$ cat src/rtl/dynamics_pkg.sv
// Stage encoding shared by the envelope generator and anything that decodes its stage output.
package dynamics_pkg;

    localparam int STAGE_W = 3;

    localparam logic [STAGE_W-1:0] STAGE_IDLE    = 3'd0;
    localparam logic [STAGE_W-1:0] STAGE_ATTACK  = 3'd1;
    localparam logic [STAGE_W-1:0] STAGE_DECAY   = 3'd2;
    localparam logic [STAGE_W-1:0] STAGE_SUSTAIN = 3'd3;
    localparam logic [STAGE_W-1:0] STAGE_RELEASE = 3'd4;

    typedef enum logic [STAGE_W-1:0] {
        S_IDLE    = STAGE_IDLE,
        S_ATTACK  = STAGE_ATTACK,
        S_DECAY   = STAGE_DECAY,
        S_SUSTAIN = STAGE_SUSTAIN,
        S_RELEASE = STAGE_RELEASE
    } stage_e;

endpackage

$ cat src/rtl/rate_timer.sv
// Beat counter that pulses step_o every rate_i beats, or every cycle when rate_i is 0.
module rate_timer #(
    parameter int TIME_W = 6
) (
    input  logic              clk,
    input  logic              reset,
    input  logic              clear_i,
    input  logic              beat_i,
    input  logic [TIME_W-1:0] rate_i,
    output logic              step_o
);

    logic [TIME_W-1:0] count_q;
    logic [TIME_W-1:0] count_d;

    assign step_o = (rate_i == '0) || (beat_i && ((count_q + TIME_W'(1)) == rate_i));

    always_comb begin
        count_d = count_q;
        if (clear_i) begin
            count_d = '0;
        end else if (step_o) begin
            count_d = '0;
        end else if (beat_i) begin
            count_d = count_q + TIME_W'(1);
        end
    end

    always_ff @(posedge clk or posedge reset) begin
        if (reset) begin
            count_q <= '0;
        end else begin
            count_q <= count_d;
        end
    end

endmodule

$ cat src/rtl/envelope_adsr.sv
// Beat-clocked ADSR envelope for one voice; NOTE_OFF_EN adds a note_off input that forces release.
// The release rate port is called release_time because "release" is a reserved word.
module envelope_adsr
    import dynamics_pkg::*;
#(
    parameter int AMP_W  = 3,
    parameter int TIME_W = 6
) (
    input  logic               clk,
    input  logic               reset,
    input  logic [AMP_W-1:0]   amplitude_in,
    input  logic [TIME_W-1:0]  duration,
    input  logic [TIME_W-1:0]  attack,
    input  logic [TIME_W-1:0]  decay,
    input  logic [AMP_W-1:0]   sustain,
    input  logic [TIME_W-1:0]  release_time,
    input  logic               new_note,
    input  logic               beat,
`ifdef NOTE_OFF_EN
    input  logic               note_off,
`endif
    output logic [AMP_W-1:0]   amplitude_out,
    output logic [STAGE_W-1:0] stage,
    output logic               busy
);

    stage_e            stage_q, stage_d;
    logic [AMP_W-1:0]  amp_q, amp_d;
    logic              busy_q, busy_d;
    logic [AMP_W-1:0]  peak_q, peak_d;
    logic [AMP_W-1:0]  sus_q, sus_d;
    logic [TIME_W-1:0] dur_q, dur_d;
    logic [TIME_W-1:0] att_q, att_d;
    logic [TIME_W-1:0] dec_q, dec_d;
    logic [TIME_W-1:0] rel_q, rel_d;
    logic [TIME_W-1:0] elapsed_q, elapsed_d;

    logic              active;
    logic              expire;
    logic              off_req;
    logic              rel_trig;
    logic              t_clear;
    logic              t_beat;
    logic [TIME_W-1:0] t_rate;
    logic              step;

    assign active = (stage_q == S_ATTACK) || (stage_q == S_DECAY) || (stage_q == S_SUSTAIN);
    assign expire = active && beat && (dur_q != '0) && ((elapsed_q + TIME_W'(1)) == dur_q);

`ifdef NOTE_OFF_EN
    assign off_req = active && note_off;
`else
    assign off_req = 1'b0;
`endif

    assign rel_trig = expire || off_req;

    // The timer only sees beats in the stages that move the amplitude; new_note swallows its beat.
    always_comb begin
        t_rate = '0;
        case (stage_q)
            S_ATTACK:  t_rate = att_q;
            S_DECAY:   t_rate = dec_q;
            S_RELEASE: t_rate = rel_q;
            default:   t_rate = '0;
        endcase
    end

    assign t_beat  = beat && !new_note &&
                     ((stage_q == S_ATTACK) || (stage_q == S_DECAY) || (stage_q == S_RELEASE));
    assign t_clear = new_note || (stage_d != stage_q);

    rate_timer #(.TIME_W(TIME_W)) u_rate_timer (
        .clk     (clk),
        .reset   (reset),
        .clear_i (t_clear),
        .beat_i  (t_beat),
        .rate_i  (t_rate),
        .step_o  (step)
    );

    always_comb begin
        stage_d   = stage_q;
        amp_d     = amp_q;
        peak_d    = peak_q;
        sus_d     = sus_q;
        dur_d     = dur_q;
        att_d     = att_q;
        dec_d     = dec_q;
        rel_d     = rel_q;
        elapsed_d = elapsed_q;

        if (new_note) begin
            // Legato: keep the current amplitude unless attack is instant.
            peak_d    = amplitude_in;
            sus_d     = (sustain < amplitude_in) ? sustain : amplitude_in;
            dur_d     = duration;
            att_d     = attack;
            dec_d     = decay;
            rel_d     = release_time;
            elapsed_d = '0;
            stage_d   = S_ATTACK;
            if (attack == '0) begin
                amp_d = amplitude_in;
            end
        end else begin
            if (active && beat && (elapsed_q != '1)) begin
                elapsed_d = elapsed_q + TIME_W'(1);
            end

            if (rel_trig) begin
                if ((rel_q == '0) || (amp_q == '0)) begin
                    stage_d = S_IDLE;
                    amp_d   = '0;
                end else begin
                    stage_d = S_RELEASE;
                end
            end else begin
                case (stage_q)
                    S_ATTACK: begin
                        if (amp_q >= peak_q) begin
                            stage_d = S_DECAY;
                        end else if (step) begin
                            amp_d = (att_q == '0) ? peak_q : amp_q + AMP_W'(1);
                        end
                    end
                    S_DECAY: begin
                        if (amp_q <= sus_q) begin
                            stage_d = S_SUSTAIN;
                        end else if (step) begin
                            amp_d = (dec_q == '0) ? sus_q : amp_q - AMP_W'(1);
                        end
                    end
                    S_RELEASE: begin
                        if (amp_q == '0) begin
                            stage_d = S_IDLE;
                        end else if (step) begin
                            if ((rel_q == '0) || (amp_q == AMP_W'(1))) begin
                                amp_d   = '0;
                                stage_d = S_IDLE;
                            end else begin
                                amp_d = amp_q - AMP_W'(1);
                            end
                        end
                    end
                    default: ;
                endcase
            end
        end

        busy_d = (stage_d != S_IDLE);
    end

    always_ff @(posedge clk or posedge reset) begin
        if (reset) begin
            stage_q   <= S_IDLE;
            amp_q     <= '0;
            busy_q    <= 1'b0;
            peak_q    <= '0;
            sus_q     <= '0;
            dur_q     <= '0;
            att_q     <= '0;
            dec_q     <= '0;
            rel_q     <= '0;
            elapsed_q <= '0;
        end else begin
            stage_q   <= stage_d;
            amp_q     <= amp_d;
            busy_q    <= busy_d;
            peak_q    <= peak_d;
            sus_q     <= sus_d;
            dur_q     <= dur_d;
            att_q     <= att_d;
            dec_q     <= dec_d;
            rel_q     <= rel_d;
            elapsed_q <= elapsed_d;
        end
    end

    assign amplitude_out = amp_q;
    assign stage         = stage_q;
    assign busy          = busy_q;

endmodule

$ cat config.mk
export PLATFORM = sky130hd
export DESIGN_NAME = envelope_adsr
export DESIGN_NICKNAME = d
export VERILOG_FILES = /design/src/rtl/dynamics_pkg.sv /design/src/rtl/rate_timer.sv /design/src/rtl/envelope_adsr.sv
export SDC_FILE = /design/constraint.sdc
export NUM_CORES = 1
export LEC_CHECK = 0
export ABC_AREA = 1
export CORE_MARGIN = 2
export CORE_UTILIZATION = 45
export CTS_BUF_LIST = sky130_fd_sc_hd__clkbuf_8
export DETAILED_ROUTE_END_ITERATION = 6
export DONT_BUFFER_PORTS = 1
export GPL_ROUTABILITY_DRIVEN = 1
export SLEW_MARGIN = 20
export SYNTH_ARGS = -nofsm -noshare
export SYNTH_HDL_FRONTEND = slang
export SYNTH_HIERARCHICAL = 1
export SYNTH_SLANG_ARGS = --single-unit
$ cat constraint.sdc
create_clock -name clk -period 7.3 [get_ports clk]
set_input_delay 1.095 -clock clk [delete_from_list [all_inputs] [get_ports clk]]
set_output_delay 1.095 -clock clk [all_outputs]
set_load 0.01 [all_outputs]
# ---- After elaboration in Yosys (flattened, before gate mapping)
# Cells that the tools add are included.
dict set report totals {
  mem_bits_rw 0
  in_bits 34
  reg_bits 49
  latch_bits 0
  output_inout_bits 7
  memories 0
  mem_bits_ro 0
}
dict set report classes {
  div_mod_pow 0
  eq_ne 17
  n_reduce_logical 27
  magnitude_cmp 3
  n_mul 0
  n_addsub 4
  n_bitwise 0
  muxes 30
  shift 0
}
# op count
set ops {}
lappend ops {{3-bit two-way mux} 22}
lappend ops {{6-bit zero test} 5}
lappend ops {{6-bit two-way mux} 5}
lappend ops {{4-bit != test, second input constant} 6}
lappend ops {{3-bit one-hot mux with 3 select lines} 2}
lappend ops {{6-bit one-hot mux with 3 select lines} 1}
lappend ops {{6-bit by 1-bit adder with 6-bit output, second input constant} 2}
lappend ops {{6-bit equality test} 2}
lappend ops {{9-bit AND reduction} 1}
lappend ops {{1-bit logical AND} 7}
lappend ops {{1-bit logical OR} 7}
lappend ops {{3-bit by 1-bit equality test with 1-bit output, second input constant} 2}
lappend ops {{3-bit by 2-bit equality test with 1-bit output, second input constant} 2}
lappend ops {{6-bit != test, second input constant} 1}
lappend ops {{3-bit nonzero test} 2}
lappend ops {{6-bit nonzero test} 1}
lappend ops {{5-bit nonzero test} 1}
lappend ops {{3-bit by 1-bit adder with 3-bit output, second input constant} 1}
lappend ops {{3-bit equality test, second input constant} 1}
lappend ops {{3-bit >= comparator} 1}
lappend ops {{3-bit <= comparator} 1}
lappend ops {{3-bit zero test} 1}
lappend ops {{3-bit less-than comparator} 1}
lappend ops {{3-bit by 2-bit != test with 1-bit output, second input constant} 1}
lappend ops {{5 further kinds} 5}

# ---- Depth between registers and ports, before layout
# Gate-level depths: netlist of run 1.
dict set report depth {
  depth_word 14
  depth_mapped 24
}

# ---- Modules after synthesis
# The synthesis of run 1 kept the hierarchy.
# module area_each_um2 n_inst cells_each
set modules_own_cells {}
lappend modules_own_cells {envelope_adsr 2676.3 1 365}
lappend modules_own_cells {rate_timer 519.2 1 87}

# ---- Least setup slack after synthesis of run 1
# No wires, ideal clock.
dict set report synth_timing {
  path_type {input -> register}
  startpoint {input new_note}
  endpoint {register u_rate_timer.count_q[0]}
  arrival_ns 3.171
  path_stages 23
  path_slack_ns 4.013
  path_cell_list {clkbuf_1 -> inv_1 -> buf_2 -> clkbuf_1 -> o211ai_1 -> inv_1 -> nand3_1 -> nor2_1 -> nand3_1 -> nor2_1 -> nand2_2 -> nand2_4 -> nand2_1 -> nand3_1 -> nand2_1 -> nand3_1 -> o21ai_0 -> nand3_1 -> nor2_1 -> inv_1 -> o21ai_0 -> inv_1 -> nor2_1}
}
dict set report synth_between {
  elab_chain_len 13
}
# item line
set synth_lines {}
lappend synth_lines {{start, declared} envelope_adsr.sv:17} ;# input logic new_note,
lappend synth_lines {{1-bit zero test *} envelope_adsr.sv:69} ;# assign t_beat = beat && !new_note &&
lappend synth_lines {{1-bit logical AND * (2 in series)} envelope_adsr.sv:69}
lappend synth_lines {{net t_beat} envelope_adsr.sv:43} ;# logic t_beat;
lappend synth_lines {{1-bit logical AND *} rate_timer.sv:16} ;# assign step_o = (rate_i == '0) || (beat_i && ((count_q + TIME_W'(1)) == rate_i));
lappend synth_lines {{1-bit logical OR *} rate_timer.sv:16}
lappend synth_lines {{net step} envelope_adsr.sv:45} ;# logic step;
lappend synth_lines {{3-bit two-way mux *} envelope_adsr.sv:137} ;# end else if (step) begin
lappend synth_lines {{3-bit two-way mux *} envelope_adsr.sv:135} ;# if (amp_q == '0) begin
lappend synth_lines {{3-bit one-hot mux with 3 select lines *} envelope_adsr.sv:119} ;# case (stage_q)
lappend synth_lines {{3-bit two-way mux *} envelope_adsr.sv:111} ;# if (rel_trig) begin
lappend synth_lines {{3-bit two-way mux *} envelope_adsr.sv:93} ;# if (new_note) begin
lappend synth_lines {{3-bit != test *} envelope_adsr.sv:71} ;# assign t_clear = new_note || (stage_d != stage_q);
lappend synth_lines {{1-bit logical OR *} envelope_adsr.sv:71}
lappend synth_lines {{net t_clear} envelope_adsr.sv:42} ;# logic t_clear;
lappend synth_lines {{3-bit nonzero test (no line) / 6-bit two-way mux (equally long branches)} n/a}
lappend synth_lines {{end signal, assigned} rate_timer.sv:33} ;# count_q <= count_d;
lappend synth_lines {{end, declared} rate_timer.sv:13} ;# logic [TIME_W-1:0] count_q;
# The timed path passes the listed nets; every way through them passes the cells marked *.
# A chain may end at the register's enable or synchronous reset.

# ---- Worst setup path after layout of run 1
dict set report layout_timing {
  startpoint {register stage_q[0] (netlist: stage[0])}
  endpoint {register u_rate_timer.count_q[2]}
}
# item line
set layout_rtl {}
lappend layout_rtl {{start, declared} envelope_adsr.sv:27} ;# stage_e stage_q, stage_d;
lappend layout_rtl {{start signal, assigned} envelope_adsr.sv:167} ;# stage_q <= stage_d;
lappend layout_rtl {{3-bit equality test (tied with other cells)} envelope_adsr.sv:61} ;# case (stage_q)
lappend layout_rtl {{6-bit one-hot mux with 3 select lines *} envelope_adsr.sv:61}
lappend layout_rtl {{net t_rate[1]} envelope_adsr.sv:44} ;# logic [TIME_W-1:0] t_rate;
lappend layout_rtl {{6-bit equality test} rate_timer.sv:16}
lappend layout_rtl {{1-bit logical AND} rate_timer.sv:16}
lappend layout_rtl {{1-bit logical OR *} rate_timer.sv:16}
lappend layout_rtl {{net step} envelope_adsr.sv:45}
lappend layout_rtl {{3-bit two-way mux *} envelope_adsr.sv:137}
lappend layout_rtl {{3-bit two-way mux *} envelope_adsr.sv:135}
lappend layout_rtl {{3-bit one-hot mux with 3 select lines *} envelope_adsr.sv:119}
lappend layout_rtl {{3-bit two-way mux *} envelope_adsr.sv:111}
lappend layout_rtl {{3-bit two-way mux *} envelope_adsr.sv:93}
lappend layout_rtl {{3-bit != test *} envelope_adsr.sv:71}
lappend layout_rtl {{1-bit logical OR *} envelope_adsr.sv:71}
lappend layout_rtl {{net t_clear} envelope_adsr.sv:42}
lappend layout_rtl {{3-bit nonzero test (no line) / 6-bit two-way mux (equally long branches)} n/a}
# Marks and branches as above.

==> summary.txt, run 1 <==
Logic synthesis
  • Syn_area_per_cell: 7.07 um^2
  • Number of flops mapped to enable cells by yosys: 0
  • Sequential area share after synthesis: 38.4%
  • Top post-synthesis cells by area: dfrtp_1, nand2_1, inv_1, nand3_1, o21ai_0
  • Synth Instances: 452
  • Post-synth top cells: nand2_1, inv_1, dfrtp_1
  • Area share of the largest cell type after synthesis: 38.4%
  • Syn Nets: 500
  • Yosys top cell by area: dfrtp_1
  • Count of cell types in the netlist: 29
  • Post-synthesis async set-or-reset flop share: 100%
  • Synth warnings: 6
  • #FFs+latches synth: 49
  • Synth Flop Type: dfrtp_1
  • Post-Syn Area: 0.00320 mm^2
  • Cell with the most instances after synthesis: nand2_1

GRT
  • Congestion Overflow GR: 0
  • Most used routing layer: met2
  • Met3 Use GR: 3.82%
  • First-pass GRT wire length: 13.0 mm
  • Vias in the first global route: 2788
  • Met2 usage: 36.7%
  • Grt met1 use: 28.9%
  • Initial antenna violation count: 0
  • Largest net degree at the start of global routing: 52
  • Total track usage: 21.7%

Timing
  • Hold Fails Final Rpt: 0
  • Worst rel slew slack: 56.7%
  • Max-slew violations: 0
  • Fin crit share: 42.9%
  • Setup tns final: 0 ns
  • Final setup violation count: 0
  • Peak Freq: 319 MHz
  • Clock skew: 0.0129 ns
  • Crit path time final: 3.13 ns
  • Worst-Margin Slew: 0.645 ns
  • RSZ-0062 raised after global routing: no

Critical path
  • Reg-to-reg critical path endpoint: u_rate_timer/count_q[2]
  • Arrival time at the worst endpoint: 3.37 ns
  • Max incr delay on CP: 0.52 ns
  • Slowest stage cell, crit path: nor3_1
  • R2R Path Start: stage[0]
  • Crit path launch: stage[0]
  • WP depth: 22
  • Crit path buffers/inverters: 3
  • CP dominant cell by count: nand3_1
  • R2R cell count: 22
  • Reg2reg setup slack: 4.17 ns
  • CP cell instances: inv_1 > nor3_1 > nand2_1 > o211ai_1 > nand2_1 > nand3_1 > nor2_1 > nand3_1 > nor2_1 > nand2_2 > nand2_4 > nand2_1 > nand3_1 > nand2_1 > nand3_1 > o21ai_0 > nand3_1 > nor2_1 > inv_1 > o22ai_1 > inv_1 > nor2_1
  • Worst path required time: 7.54 ns
  • CP Class: register to register
  • CP Capture Type: register
  • Startpoint types: register
  • Critical path's top delay family: simple AND/OR/NAND/NOR gates
  • Worst Setup EP: u_rate_timer/count_q[2]
  • Crit Path Max Fanout: 8

Placed design
  • Routability Congestion: 0.935
  • Placed cells: 540
  • IO buf count: 0
  • Detailed placer's ending HPWL: 5.98 mm
  • DP Area: 0.00329 mm^2

Floorplanning
  • Io pins: 41
  • Core Area: 0.00683 mm^2
  • Die width: 88.3 um
  • Die height: 88.3 um
  • Cell Rows: 30
  • Die ar.: 0.00779 mm^2
  • Initial Util: 46.8%

Clock network
  • CTS tree: yes
  • Clock root buffer: clkbuf_8
  • Hold buffers post-CTS: 0
  • Clock Tree Buf Depth: 2
  • Clock sinks: 49
  • Num CTS Buffers: 5
  • CTS H-Tree Depth: 2
  • Setup Buffers After CTS: 0
  • Clk slew on worst S/H paths: 0.10 ns
  • Resized Gates After CTS: 0
  • Worst skew pair latency: 0.31 ns

Layout
  • Filler Cells Inserted: 730
  • Antenna cells: 0
  • Area growth syn-to-layout: 6.34%
  • Final nets: 499
  • Final design area excluding fillers: 0.00340 mm^2
  • Layout cell share with drive strength beyond 1: 6.19%
  • Non-Filler Instances: 548

Drt
  • ANT nets after route: 0
  • Routed len/inst: 14.0 um
  • Iteration-0 DRC Markers: 133
  • Routed vias: 2829
  • Via density: 5.16
  • DRC viols: 0
  • Drt pass-1 iters: 4
  • Sum of routed wire length over all layers: 7.69 mm

Power and ir drop
  • Worst-case vdd ir drop: 0.119 mV
  • Pwr/cell area: 267 mW/mm^2
  • Leak: 1.68 nW

Job
  • Maxcap violations: 0

Run status
  • Status: complete, no violations

Worst hold path
  • HP Class: register to register
[cell type report]
| class | count | area [um^2] | area share [%] |
|---|---|---|---|
| Clock buffer | 7 | 96.3 | 2.84 |
| Clock inverter | 1 | 8.76 | 0.258 |
| Inverter | 66 | 248 | 7.29 |
| Multi-Input combinational cell | 326 | 1680 | 49.3 |
| Sequential cell | 49 | 1230 | 36.1 |
| Tap cell | 96 | 120 | 3.53 |
| Timing Repair Buffer | 3 | 22.5 | 0.663 |
[where the power goes]
part / leakage (nW) / internal [W] / total, W / switching [W]
Clock: 0.0549 / 0.0000877 / 0.000185 / 0.0000973
Combinational: 1.01 / 0.000134 / 0.000354 / 0.000220
Sequential: 0.614 / 0.000307 / 0.000368 / 0.0000608
[kinds of logic after synthesis]
group,synth area share (%)
compound gates,11.4
xor+xnor,1.64
fa+ha+maj,5.48
buf+inv,9.16
flops,38.4
simple gates,33.9
[placed cells by master (no fill, tap or decap), drive strengths merged, types with 3 or more instances in the layout]
cell      n
nand2   134
xnor2     4
nand3    50
inv      66
nor2     39
o21ai    40
buf       3
o211ai    6
a21oi    10
clkbuf    7
ha       14
o221ai    5
dfrtp    49
nand4    13
[stage by stage]
step / hold WS, ns / worst slack [ns] / total power (W) / utilization, %
2_1_floorplan: 0.462 / 4.01 / 0.000645 / -
3_3_place_gp: 0.500 / 4.34 / 0.000723 / 48.2
3_5_place_dp: 0.500 / 4.22 / 0.000727 / 48.2
4_1_cts: 0.530 / 4.20 / 0.000913 / 49.7
5_1_grt: 0.569 / 3.74 / 0.000982 / 49.7
6_report: 0.519 / 4.17 / 0.000907 / 49.7
[worst reg2reg max path, stage by stage (launching register included)]
cell	delay [ns]
dfrtp_1	0.50
inv_1	0.12
nor3_1	0.52
nand2_1	0.11
o211ai_1	0.18
nand2_1	0.09
nand3_1	0.09
nor2_1	0.04
nand3_1	0.07
nor2_1	0.05
nand2_2	0.07
nand2_4	0.07
nand2_1	0.07
nand3_1	0.06
nand2_1	0.06
nand3_1	0.11
o21ai_0	0.11
nand3_1	0.13
nor2_1	0.21
inv_1	0.11
o22ai_1	0.15
inv_1	0.05
nor2_1	0.10
[per-layer routing]
| metal | share of wire (%) | vias to the layer above |
|---|---|---|
| met4 | 1.3 | 0 |
| met5 | 0 | - |
| met3 | 6.0 | 9 |
| met2 | 46 | 66 |
| li1 | - | 1469 |
| met1 | 47 | 1285 |
[worst min path at each step]
stage	start	to	slack, ns	cells past startpoint
CTS	dec_q[1]	dec_q[1]	0.53	2
floorplan	peak_q[0]	peak_q[0]	0.46	2
finish	dec_q[1]	dec_q[1]	0.52	2
detailed placement	dec_q[1]	dec_q[1]	0.50	2
global route	att_q[0]	att_q[0]	0.57	2
global placement	peak_q[0]	peak_q[0]	0.50	2
[state kept, by name, summed over array words and instances (netlist names)]
register and count:
rel_q 6, elapsed_q 6, peak_q 3, stage 3, amplitude_out 3, dur_q 6, att_q 6, busy 1
sus_q 3, u_rate_timer/count_q 6, dec_q 6
Note: power is estimated with default switching activity, not from simulation.
==> run 2: changes to the inputs <==
clock period = 2.8 ns   (was 7.3 ns; I/O delays follow)
==> summary.txt, run 2 (synthesis gave the netlist of run 1 again) <==
Timing
  • Max-slew violations: 0 (unchanged)
  • Peak Freq: 378 MHz (+19%)
  • Crit path time final: 2.64 ns (-0.491 ns)
  • Clock skew: 0.0147 ns (+0.00175 ns)
  • Hold Fails Final Rpt: 0 (unchanged)
  • Fin crit share: 94.4% (+51 points)
  • Worst rel slew slack: 35.5% (-21 points)
  • Worst-Margin Slew: 0.962 ns (+0.317 ns)
  • Final setup violation count: 0 (unchanged)

Critical path
  • Startpoint types: register
  • Worst path required time: 3.04 ns (-4.50 ns)
  • Arrival time at the worst endpoint: 2.88 ns (-0.49 ns)
  • Reg-to-reg critical path endpoint: u_rate_timer/count_q[2]
  • Slowest stage cell, crit path: dfrtp_2
  • R2R cell count: 21 (-4.5%)
  • CP Capture Type: register
  • CP Class: register to register
  • Max incr delay on CP: 0.46 ns (-0.06 ns)
  • Reg2reg setup slack: 0.16 ns (-4.01 ns)
  • Crit Path Max Fanout: 10 (+2)
  • R2R Path Start: stage[1]
  • Crit path launch: stage[1]
  • CP cell instances: nor2_2 > nand2_2 > o211ai_1 > nand2_1 > nand3_1 > nor2_1 > nand3_1 > nor2_2 > nand2_2 > nand2_4 > nand2_1 > nand3_1 > nand2_1 > nand3_2 > o21ai_1 > nand3_2 > nor2_4 > inv_2 > o22ai_2 > inv_1 > nor2_1

GRT
  • Grt met1 use: 29.5% (+0.55 points)
  • First-pass GRT wire length: 13.0 mm (+0.15%)
  • Total track usage: 21.6% (-0.11 points)
  • Met2 usage: 35.9% (-0.82 points)
  • Largest net degree at the start of global routing: 52 (unchanged)
  • Most used routing layer: met2
  • Congestion Overflow GR: 0 (unchanged)
  • Met3 Use GR: 4.10% (+0.28 points)
  • Initial antenna violation count: 0 (unchanged)
  • Vias in the first global route: 2814 (+0.93%)

Drt
  • DRC viols: 0 (unchanged)
  • ANT nets after route: 0 (unchanged)
  • Routed len/inst: 14.1 um (+0.47%)
  • Drt pass-1 iters: 4 (unchanged)
  • Sum of routed wire length over all layers: 7.96 mm (+3.4%)
  • Via density: 5.25 (+1.7%)
  • Iteration-0 DRC Markers: 184 (+38%)
  • Routed vias: 2960 (+4.6%)

Floorplanning
  • Die height: 88.3 um (unchanged)
  • Cell Rows: 30 (unchanged)
  • Io pins: 41 (unchanged)
  • Die ar.: 0.00779 mm^2 (unchanged)
  • Initial Util: 46.8% (unchanged)
  • Core Area: 0.00683 mm^2 (unchanged)
  • Die width: 88.3 um (unchanged)

Placed design
  • Placed cells: 552 (+2.2%)
  • DP Area: 0.00338 mm^2 (+2.7%)
  • Routability Congestion: 0.919 (-1.8%)
  • IO buf count: 0 (unchanged)
  • Detailed placer's ending HPWL: 6.09 mm (+1.9%)

Layout
  • Most common cell after layout, fill and taps aside: nand2_1
  • Area growth syn-to-layout: 13.1%
  • Final core utilization: 52.9% (+3.2 points)
  • Filler Cells Inserted: 682 (-6.6%)
  • Antenna cells: 0 (unchanged)
  • Non-Filler Instances: 564 (+2.9%)
  • Commonest non-fill, non-tap cells in the layout: nand2_1, inv_1, dfrtp_1
  • Final design area excluding fillers: 0.00361 mm^2 (+6.3%)
  • Layout cell share with drive strength beyond 1: 13.2% (+7.1 points)
  • Final nets: 515 (+3.2%)

Worst hold path
  • HP Class: input pin to asynchronous set/reset pin

Clock network
  • Num CTS Buffers: 5 (unchanged)
  • Worst skew pair latency: 0.32 ns (about the same)
  • Clock root buffer: clkbuf_8
  • CTS tree: yes
  • Clock sinks: 49 (unchanged)
  • CTS H-Tree Depth: 2 (unchanged)
  • Clock Tree Buf Depth: 2 (unchanged)
  • Clk slew on worst S/H paths: 0.10 ns (about the same)

Job
  • Maxcap violations: 0 (unchanged)

Run status
  • Status: complete, no violations

Power and ir drop
  • Leak: 1.77 nW (+5.5%)
  • Pwr/cell area: 718 mW/mm^2 (+170%)
  • Worst-case vdd ir drop: 0.259 mV (+120%)
[run 2: final cells by class]
| cell class | instances | area (um^2) | area share, % |
|---|---|---|---|
| clock buffers | 5 | 68.8 | 1.90 |
| clock inverters | 3 | 43.8 | 1.21 |
| inverters | 66 | 248 | 6.86 |
| multi-input cells | 326 | 1760 | 48.6 |
| flip-flops and latches | 49 | 1230 | 34.0 |
| well taps | 96 | 120 | 3.32 |
| repair buffers | 19 | 149 | 4.12 |
[run 2: metal layers]
metal / up-vias / routed length [um]
met3: 7 / 386
met1: 1389 / 3790
met4: 0 / 74
li1: 1498 / -
met2: 66 / 3710
met5: - / 0
[run 2: worst max-delay path by stage]
stage | endpoint | slack [ns] | depth (start not counted)
2_1_floorplan | u_rate_timer/count_q[0] | 0.19 | 23
3_3_place_gp | u_rate_timer/count_q[0] | 0.13 | 23
3_5_place_dp | u_rate_timer/count_q[1] | 0.06 | 20
4_1_cts | u_rate_timer/count_q[1] | 0.009 | 23
5_1_grt | u_rate_timer/count_q[4] | -0.07 | 21
6_report | u_rate_timer/count_q[2] | 0.16 | 21
[run 2: critical path, delay by kind of cell, from the launching register on]
family / cells / cell delay, ns
compound gates: 3 / 0.53
buf+inv: 2 / 0.12
flops: 1 / 0.46
simple gates: 16 / 1.45
[run 2: stage by stage]
stage	TNS, ns	hold slack [ns]	worst slack, ns	power (W)
floorplan	0	0.211	0.188	0.00168
global placement	0	0.232	0.133	0.00196
detailed placement	0	0.230	0.0625	0.00197
CTS	0	0.111	0.00936	0.00250
global route	-0.243	0.134	-0.0662	0.00280
finish	0	0.0802	0.157	0.00259
[run 2: repair_timing]
action | CTS | global route
hold buffers | 1 | 0
buffers inserted | 0 | 3
gates resized for setup | 0 | 29
endpoints found under the hold margin | 6 | 0
endpoints found under the setup margin | 0 | 9
[run 2: where the power goes]
group	switching (W)	internal [W]
registers	0.000105	0.000803
logic	0.000693	0.000463
clock network	0.000262	0.000268
